### config.mk
export PLATFORM = sky130hd
export DESIGN_NAME = store_write_buffer_flat
export DESIGN_NICKNAME = d
export VERILOG_FILES = /design/src/rtl/store_write_buffer_pkg.sv /design/src/rtl/store_write_buffer_if.sv /design/src/rtl/store_write_buffer_fwd_match.sv /design/src/rtl/store_write_buffer.sv /design/src/flat_wrapper.sv
export SDC_FILE = /design/constraint.sdc
export NUM_CORES = 2
export LEC_CHECK = 0
export CAP_MARGIN = 0
export CORE_MARGIN = 5
export CORE_UTILIZATION = 35
export CTS_CLUSTER_SIZE = 12
export DETAILED_ROUTE_END_ITERATION = 8
export SYNTH_ARGS = -nofsm -noshare
export SYNTH_HDL_FRONTEND = slang
export SYNTH_HIERARCHICAL = 1
export SYNTH_SLANG_ARGS = --single-unit
### constraint.sdc
create_clock -name clock -period 19.8 [get_ports clock]
set_input_delay 3.96 -clock clock [delete_from_list [all_inputs] [get_ports clock]]
set_output_delay 3.96 -clock clock [all_outputs]
set_load 0.02 [all_outputs]
### src/rtl/store_write_buffer_pkg.sv
// ----------------------------------------------------------------------------
// store_write_buffer_pkg
// Shared definitions for the store write buffer slice. It holds the address
// width, the buffer depth, the Dmem bus command encodings, the buffer entry
// layout and the FSM state codes.
// ----------------------------------------------------------------------------
package store_write_buffer_pkg;

   localparam int unsigned XLEN      = 32;
   localparam int unsigned SWB_DEPTH = 8;   // power of two, >= 2
   localparam int unsigned SWB_IDX_W = $clog2(SWB_DEPTH);

   // Dmem bus commands
   localparam logic [1:0] BUS_NONE  = 2'h0;
   localparam logic [1:0] BUS_LOAD  = 2'h1;
   localparam logic [1:0] BUS_STORE = 2'h2;

   // FSM state codes
   localparam logic SWB_IDLE = 1'b0;
   localparam logic SWB_REQ  = 1'b1;

   // Only the dword part of the address is kept; bits [2:0] are implied zero.
   typedef struct packed {
      logic            valid;
      logic [XLEN-4:0] addr;
      logic [63:0]     data;
   } swb_entry_t;

endpackage

### src/rtl/store_write_buffer_if.sv
// ----------------------------------------------------------------------------
// store_write_buffer_if
// Groups the retire-side store port, the load-forwarding port, the Dmem
// request/response port and the status outputs of the store write buffer.
//   slave  : the store write buffer itself
//   master : the pipeline / memory side that drives stores and grants
// ----------------------------------------------------------------------------
interface store_write_buffer_if;
   import store_write_buffer_pkg::*;

   logic                 store_en;
   logic [XLEN-1:0]      store_addr;
   logic [63:0]          store_data;
   logic [XLEN-1:0]      ld_lookup_addr;
   logic                 ld_fwd_hit;
   logic [63:0]          ld_fwd_data;
   logic                 mem_bus_grant;
   logic [3:0]           mem2proc_response;
   logic [1:0]           proc2Dmem_command;
   logic [XLEN-1:0]      proc2Dmem_addr;
   logic [63:0]          proc2Dmem_data;
   logic                 swb_full;
   logic                 swb_empty;
   logic [SWB_IDX_W:0]   swb_count;

   modport slave (
      input  store_en, store_addr, store_data, ld_lookup_addr,
      input  mem_bus_grant, mem2proc_response,
      output ld_fwd_hit, ld_fwd_data,
      output proc2Dmem_command, proc2Dmem_addr, proc2Dmem_data,
      output swb_full, swb_empty, swb_count
   );

   modport master (
      output store_en, store_addr, store_data, ld_lookup_addr,
      output mem_bus_grant, mem2proc_response,
      input  ld_fwd_hit, ld_fwd_data,
      input  proc2Dmem_command, proc2Dmem_addr, proc2Dmem_data,
      input  swb_full, swb_empty, swb_count
   );

endinterface

### src/rtl/store_write_buffer_fwd_match.sv
// ----------------------------------------------------------------------------
// store_write_buffer_fwd_match
// Combinational youngest-match search for store-to-load forwarding.
//   i_entries   : buffer storage
//   i_head      : index of the oldest entry
//   i_lookup_dw : load dword address (addr[XLEN-1:3])
//   o_hit       : some valid entry matches
//   o_idx       : index of the youngest matching entry
// ----------------------------------------------------------------------------
module store_write_buffer_fwd_match
   import store_write_buffer_pkg::*;
(
   input  swb_entry_t            i_entries [SWB_DEPTH],
   input  logic [SWB_IDX_W-1:0]  i_head,
   input  logic [XLEN-4:0]       i_lookup_dw,
   output logic                  o_hit,
   output logic [SWB_IDX_W-1:0]  o_idx
);

   // Valid bits are cleared on pop, so only live entries can match. Walking
   // from head in age order and letting later matches overwrite earlier ones
   // leaves the youngest match; the tail is not needed for that.
   always_comb begin
      o_hit = 1'b0;
      o_idx = '0;
      for (int k = 0; k < SWB_DEPTH; k++) begin
         if (i_entries[i_head + SWB_IDX_W'(k)].valid &&
             (i_entries[i_head + SWB_IDX_W'(k)].addr == i_lookup_dw)) begin
            o_hit = 1'b1;
            o_idx = i_head + SWB_IDX_W'(k);
         end
      end
   end

endmodule

### src/rtl/store_write_buffer.sv
// ----------------------------------------------------------------------------
// store_write_buffer
// Buffers committed dword stores from retire in a circular FIFO, drains them
// one at a time to data memory, and forwards buffered data to loads.
//   clock, reset : system clock, synchronous active-high reset
//   bus (slave)  : store port, forwarding port, Dmem request/response,
//                  full/empty/count status
// ----------------------------------------------------------------------------
module store_write_buffer
   import store_write_buffer_pkg::*;
(
   input  logic                 clock,
   input  logic                 reset,
   store_write_buffer_if.slave  bus
);

   localparam logic [SWB_IDX_W:0] COUNT_FULL = (SWB_IDX_W+1)'(SWB_DEPTH);

   swb_entry_t            r_entries [SWB_DEPTH];
   logic [SWB_IDX_W-1:0]  r_head;
   logic [SWB_IDX_W-1:0]  r_tail;
   logic [SWB_IDX_W:0]    r_count;
   logic                  r_state;

   logic [SWB_IDX_W-1:0]  w_youngest;
   logic [XLEN-4:0]       w_store_dw;
   logic                  w_full;
   logic                  w_pop;
   logic                  w_coalesce;
   logic                  w_push;
   logic                  w_req;
   logic [SWB_IDX_W:0]    w_count_d;
   logic                  w_state_d;
   logic                  w_fwd_hit;
   logic [SWB_IDX_W-1:0]  w_fwd_idx;
   logic                  w_unused_low_bits;

   assign w_store_dw = bus.store_addr[XLEN-1:3];
   assign w_full     = (r_count == COUNT_FULL);
   assign w_youngest = r_tail - SWB_IDX_W'(1);
   assign w_pop      = (r_state == SWB_REQ) && bus.mem_bus_grant &&
                       (bus.mem2proc_response != 4'h0);

   // Merge into the youngest entry unless it is the head currently on the bus,
   // whose address/data must stay stable until accepted.
   assign w_coalesce = bus.store_en && (r_count != '0) && r_entries[w_youngest].valid &&
                       (r_entries[w_youngest].addr == w_store_dw) &&
                       !((r_state == SWB_REQ) && (w_youngest == r_head));

   // A store arriving while full is only accepted if a slot frees this cycle.
   assign w_push = bus.store_en && !w_coalesce && (!w_full || w_pop);

   always_comb begin
      w_count_d = r_count;
      if (w_push && !w_pop) begin
         w_count_d = r_count + (SWB_IDX_W+1)'(1);
      end else if (w_pop && !w_push) begin
         w_count_d = r_count - (SWB_IDX_W+1)'(1);
      end
   end

   always_comb begin
      w_state_d = r_state;
      case (r_state)
         SWB_IDLE: if (r_count != '0) w_state_d = SWB_REQ;
         SWB_REQ:  if (w_pop && (w_count_d == '0)) w_state_d = SWB_IDLE;
         default:  w_state_d = SWB_IDLE;
      endcase
   end

   always_ff @(posedge clock) begin
      if (reset) begin
         for (int i = 0; i < SWB_DEPTH; i++) begin
            r_entries[i] <= '0;
         end
         r_head  <= '0;
         r_tail  <= '0;
         r_count <= '0;
         r_state <= SWB_IDLE;
      end else begin
         // Clear before write: a push into a just-freed full slot must win.
         if (w_pop) begin
            r_entries[r_head].valid <= 1'b0;
            r_head                  <= r_head + SWB_IDX_W'(1);
         end
         if (w_push) begin
            r_entries[r_tail] <= '{valid: 1'b1, addr: w_store_dw, data: bus.store_data};
            r_tail            <= r_tail + SWB_IDX_W'(1);
         end
         if (w_coalesce) begin
            r_entries[w_youngest].data <= bus.store_data;
         end
         r_count <= w_count_d;
         r_state <= w_state_d;
      end
   end

   // Retire must never push into a full buffer without a same-cycle drain.
   a_no_push_when_full : assert property (@(posedge clock) disable iff (reset)
      !(bus.store_en && w_full && !w_pop && !w_coalesce));

   // Gating with reset drops an in-flight request in the cycle reset is seen.
   assign w_req                 = (r_state == SWB_REQ) && !reset;
   assign bus.proc2Dmem_command = w_req ? BUS_STORE : BUS_NONE;
   assign bus.proc2Dmem_addr    = w_req ? {r_entries[r_head].addr, 3'b000} : '0;
   assign bus.proc2Dmem_data    = w_req ? r_entries[r_head].data : '0;

   assign bus.swb_full  = w_full;
   assign bus.swb_empty = (r_count == '0) && (r_state == SWB_IDLE);
   assign bus.swb_count = r_count;

   store_write_buffer_fwd_match u_fwd_match (
      .i_entries   (r_entries),
      .i_head      (r_head),
      .i_lookup_dw (bus.ld_lookup_addr[XLEN-1:3]),
      .o_hit       (w_fwd_hit),
      .o_idx       (w_fwd_idx)
   );

   assign bus.ld_fwd_hit  = w_fwd_hit;
   assign bus.ld_fwd_data = w_fwd_hit ? r_entries[w_fwd_idx].data : '0;

   // Byte-offset bits are ignored by design.
   assign w_unused_low_bits = ^{bus.store_addr[2:0], bus.ld_lookup_addr[2:0]};

endmodule

### src/flat_wrapper.sv
// flat-port wrapper written by rule: the top's interface ports become plain ports
module store_write_buffer_flat import store_write_buffer_pkg::*;
  (clock, reset, bus_store_en, bus_store_addr, bus_store_data, bus_ld_lookup_addr, bus_mem_bus_grant, bus_mem2proc_response, bus_ld_fwd_hit, bus_ld_fwd_data, bus_proc2Dmem_command, bus_proc2Dmem_addr, bus_proc2Dmem_data, bus_swb_full, bus_swb_empty, bus_swb_count);
  store_write_buffer_if bus_i ();
  input  logic clock;
  input  logic reset;
  input wire logic [$bits(bus_i.store_en)-1:0] bus_store_en;
  input wire logic [$bits(bus_i.store_addr)-1:0] bus_store_addr;
  input wire logic [$bits(bus_i.store_data)-1:0] bus_store_data;
  input wire logic [$bits(bus_i.ld_lookup_addr)-1:0] bus_ld_lookup_addr;
  input wire logic [$bits(bus_i.mem_bus_grant)-1:0] bus_mem_bus_grant;
  input wire logic [$bits(bus_i.mem2proc_response)-1:0] bus_mem2proc_response;
  output wire logic [$bits(bus_i.ld_fwd_hit)-1:0] bus_ld_fwd_hit;
  output wire logic [$bits(bus_i.ld_fwd_data)-1:0] bus_ld_fwd_data;
  output wire logic [$bits(bus_i.proc2Dmem_command)-1:0] bus_proc2Dmem_command;
  output wire logic [$bits(bus_i.proc2Dmem_addr)-1:0] bus_proc2Dmem_addr;
  output wire logic [$bits(bus_i.proc2Dmem_data)-1:0] bus_proc2Dmem_data;
  output wire logic [$bits(bus_i.swb_full)-1:0] bus_swb_full;
  output wire logic [$bits(bus_i.swb_empty)-1:0] bus_swb_empty;
  output wire logic [$bits(bus_i.swb_count)-1:0] bus_swb_count;
  assign bus_i.store_en = bus_store_en;
  assign bus_i.store_addr = bus_store_addr;
  assign bus_i.store_data = bus_store_data;
  assign bus_i.ld_lookup_addr = bus_ld_lookup_addr;
  assign bus_i.mem_bus_grant = bus_mem_bus_grant;
  assign bus_i.mem2proc_response = bus_mem2proc_response;
  assign bus_ld_fwd_hit = bus_i.ld_fwd_hit;
  assign bus_ld_fwd_data = bus_i.ld_fwd_data;
  assign bus_proc2Dmem_command = bus_i.proc2Dmem_command;
  assign bus_proc2Dmem_addr = bus_i.proc2Dmem_addr;
  assign bus_proc2Dmem_data = bus_i.proc2Dmem_data;
  assign bus_swb_full = bus_i.swb_full;
  assign bus_swb_empty = bus_i.swb_empty;
  assign bus_swb_count = bus_i.swb_count;
  store_write_buffer u_core (.clock(clock), .reset(reset), .bus(bus_i));
endmodule
==> insert_results.sql <==
INSERT INTO impl_metrics (metric_group, metric, value, unit) VALUES
('synth', 'mean_syn_cell_area', '10.84', 'um^2'),
('detailed_routing', 'ant_nets', '0', ''),
('floorplanning', 'die_x', '399.8', 'um'),
('cts', 'numClockSinks', '763', ''),
('worst_setup_path', 'crit_arrival', '10.93', 'ns'),
('worst_hold_path', 'holdCritPathClass', 'reg -> reg', ''),
('layout', 'multiInputGateArea', '35420', 'um^2'),
('timing', 'fin_crit', '14.89', 'ns'),
('synth', 'postSynthRegisterBits', '763', ''),
('grt', 'largest_net_degree_at_the_start_of_global_routing', '129', ''),
('detailed_routing', 'detailedRoute.firstPassIterationCount', '6', ''),
('synth', 'syn_std_cell_area', '53180', 'um^2'),
('layout', 'final_cell_count_no_fill', '6957', ''),
('timing', 'setup_repair_after_global_routing_missed_its_margin', 'no', ''),
('cts', 'post_cts_buffers', '0', ''),
('synth', 'post_syn_instances', '4904', ''),
('detailed_routing', 'finalWirelength', '191.2', 'mm'),
('layout', 'syn_to_final_growth', '13.33', '%'),
('grt', 'global_route_wire_length_before_repair', '281.3', 'mm'),
('cts', 'worst_skew_pair_latency', '0.75', 'ns'),
('worst_setup_path', 'end_kind', 'output port', ''),
('layout', 'regArea', '15290', 'um^2'),
('detailed_routing', 'drc_marker_count_from_the_first_detailed_route_iteration', '4033', ''),
('floorplanning', 'floorplan.core_area', '151500', 'um^2'),
('status', 'run_status', 'complete, no violations', ''),
('timing', 'finalHoldWorstSlack', '0.5122', 'ns'),
('synth', 'synth_top_cell_by_area', 'sky130_fd_sc_hd__dfxtp_1', ''),
('timing', 'worst_slew_margin_rel', '18.38', '%'),
('worst_setup_path', 'reg2reg_setup_slack', '11.27', 'ns'),
('floorplanning', 'floorplan.initialDensity', '35.09', '%'),
('synth', 'synth_sequential_area_ratio', '28.72', '%'),
('synth', 'synth-warning-count', '6', ''),
('worst_hold_path', 'worst_hold_path.num_cells', '2', ''),
('grt', 'antenna_found_initial', '30', ''),
('synth', 'synthDominantCellAreaShare', '28.72', '%'),
('layout', 'most_frequent_standard_cell_in_the_layout_excluding_fill_and_tap_cells', 'sky130_fd_sc_hd__mux2i_1', ''),
('worst_setup_path', 'start_kind', 'input pin', ''),
('timing', 'maxSlewViolCount', '0', ''),
('timing', 'tns', '0', 'ns'),
('cts', 'largest_buffer_count_on_any_clock_path', '3', ''),
('timing', 'setup-violations-final', '0', ''),
('layout', 'finish.utilization', '39.77', '%'),
('timing', 'clock-skew-final', '0.08780', 'ns'),
('cts', 'cts_root_buf', 'sky130_fd_sc_hd__clkbuf_16', ''),
('power_and_ir_drop', 'power.total', '4479', 'uW'),
('run', 'max_cap_violations', '0', ''),
('timing', 'max_slew.worst_pin.slew', '1.216', 'ns'),
('layout', 'nNetsFinal', '4988', ''),
('detailed_routing', 'drc', '0', ''),
('cts', 'cts_made_buffers', '92', ''),
('worst_hold_path', 'worstHoldEndpoint', 'u_core/r_entries[116]', ''),
('cts', 'clock_tree_from_tritoncts', 'yes', ''),
('layout', 'nFillCells', '14670', ''),
('floorplanning', 'die_y', '399.8', 'um'),
('power_and_ir_drop', 'max-vdd-ir-drop', '0.07527', 'mV'),
('worst_setup_path', 'critical_path.reg2reg.startpoint', 'u_core/r_tail[0]', ''),
('cts', 'clk_pin_slew', '0.05', 'ns'),
('worst_setup_path', 'r2r-end', 'u_core/r_entries[36]', ''),
('synth', 'synth_async_sr_flop_share', '0', '%'),
('grt', 'globalRoute.totalOverflow', '0', ''),
('floorplanning', 'fp.dieArea', '159800', 'um^2'),
('placement', 'finalWeightedCongestion', '1.046', ''),
('power_and_ir_drop', 'power_per_cell_area', '74.32', 'nW/um^2'),
('timing', 'fmaxAchievable', '0.06715', 'GHz'),
('grt', 'globalRouteTotalUtil', '23.33', '%'),
('cts', 'clock_tree.htree_level_count', '3', ''),
('cts', 'cts-hold-fix-buffers', '0', ''),
('layout', 'drive_above_1_share', '18.54', '%'),
('placement', 'placed_cells', '6781', ''),
('floorplanning', 'row_cnt', '143', ''),
('synth', 'synth_cell_types', '84', '');
metrics by stage:
stage | instance area (um^2) | setup WS [ns]
finish | 60270 | 4.909
global route | 60250 | 4.547
CTS | 60240 | 4.981
detailed placement | 57010 | 5.013
global placement | 57010 | 5.046
floorplan | 53190 | 7.647
Yosys cell counts, drive strengths merged (15+ instances only):
| cell | n |
|---|---|
| mux2i | 1159 |
| nor2 | 903 |
| dfxtp | 763 |
| mux4 | 604 |
| clkbuf | 273 |
| buf | 257 |
| xnor2 | 230 |
| nand2 | 105 |
| nor2b | 71 |
| xor2 | 52 |
| a21oi | 49 |
| nor4 | 45 |
| o21ai | 43 |
| nand3 | 40 |
| inv | 34 |
| nand4 | 34 |
| mux2 | 24 |
| nor3 | 21 |
| nand2b | 15 |
per-layer routing:
layer	vias to the layer above	wire (um)	global-route usage (%)
met2	1732	88720	37.00
met1	21150	79150	31.06
li1	17920	-	-
met3	354	15080	5.222
met4	16	8112	9.090
met5	-	104	0
worst max-delay path, cell delays in order:
cell and delay [ns]:
sky130_fd_sc_hd__clkdlybuf4s50_1 0.67, sky130_fd_sc_hd__xnor2_1 0.82, sky130_fd_sc_hd__nand4_1 0.22, sky130_fd_sc_hd__a2111oi_0 0.81
sky130_fd_sc_hd__a21oi_1 0.16, sky130_fd_sc_hd__nor4b_1 0.52, sky130_fd_sc_hd__and2_1 0.31, sky130_fd_sc_hd__nor2_1 0.10
sky130_fd_sc_hd__mux2i_1 0.16, sky130_fd_sc_hd__nor4_1 0.10, sky130_fd_sc_hd__a21oi_4 0.19, sky130_fd_sc_hd__buf_4 0.65
sky130_fd_sc_hd__buf_4 0.84, sky130_fd_sc_hd__mux2i_1 0.20, sky130_fd_sc_hd__nor2b_1 0.43, sky130_fd_sc_hd__clkdlybuf4s50_1 0.71
cells by family after synthesis:
kind of cell / synth area share (%)
AOI/OAI and AO/OA: 2.925
and+or+nand+nor: 10.28
buffers and inverters: 5.320
other: 0.007052
muxes: 47.91
xor gates and xnor gates: 4.673
adders and majority gates: 0.1647
DFF: 28.72
cell type report:
cell class,instances,share of cell area (%)
multi-input cells,3577,58.76
flip-flops and latches,763,25.37
repair buffers,374,6.012
clock buffers,132,4.437
well taps,2030,4.214
clock inverters,32,0.9238
inverters,37,0.2304
diodes,12,0.04983
power by group:
group	internal (uW)	switching [uW]
sequential	1580	65.8
combinational	429	614
clock	1050	737
worst max-delay path by stage:
stage	start	depth (start not counted)	endpoint
after CTS	bus_ld_lookup_addr[19]	15	bus_ld_fwd_data[41]
after global placement	bus_ld_lookup_addr[19]	15	bus_ld_fwd_data[44]
after floorplan	bus_ld_lookup_addr[30]	17	bus_ld_fwd_data[44]
after detailed placement	bus_ld_lookup_addr[19]	15	bus_ld_fwd_data[41]
after global routing	bus_ld_lookup_addr[19]	15	bus_ld_fwd_data[41]
final	bus_ld_lookup_addr[19]	16	bus_ld_fwd_data[0]
(Power assumes the default switching activity.)
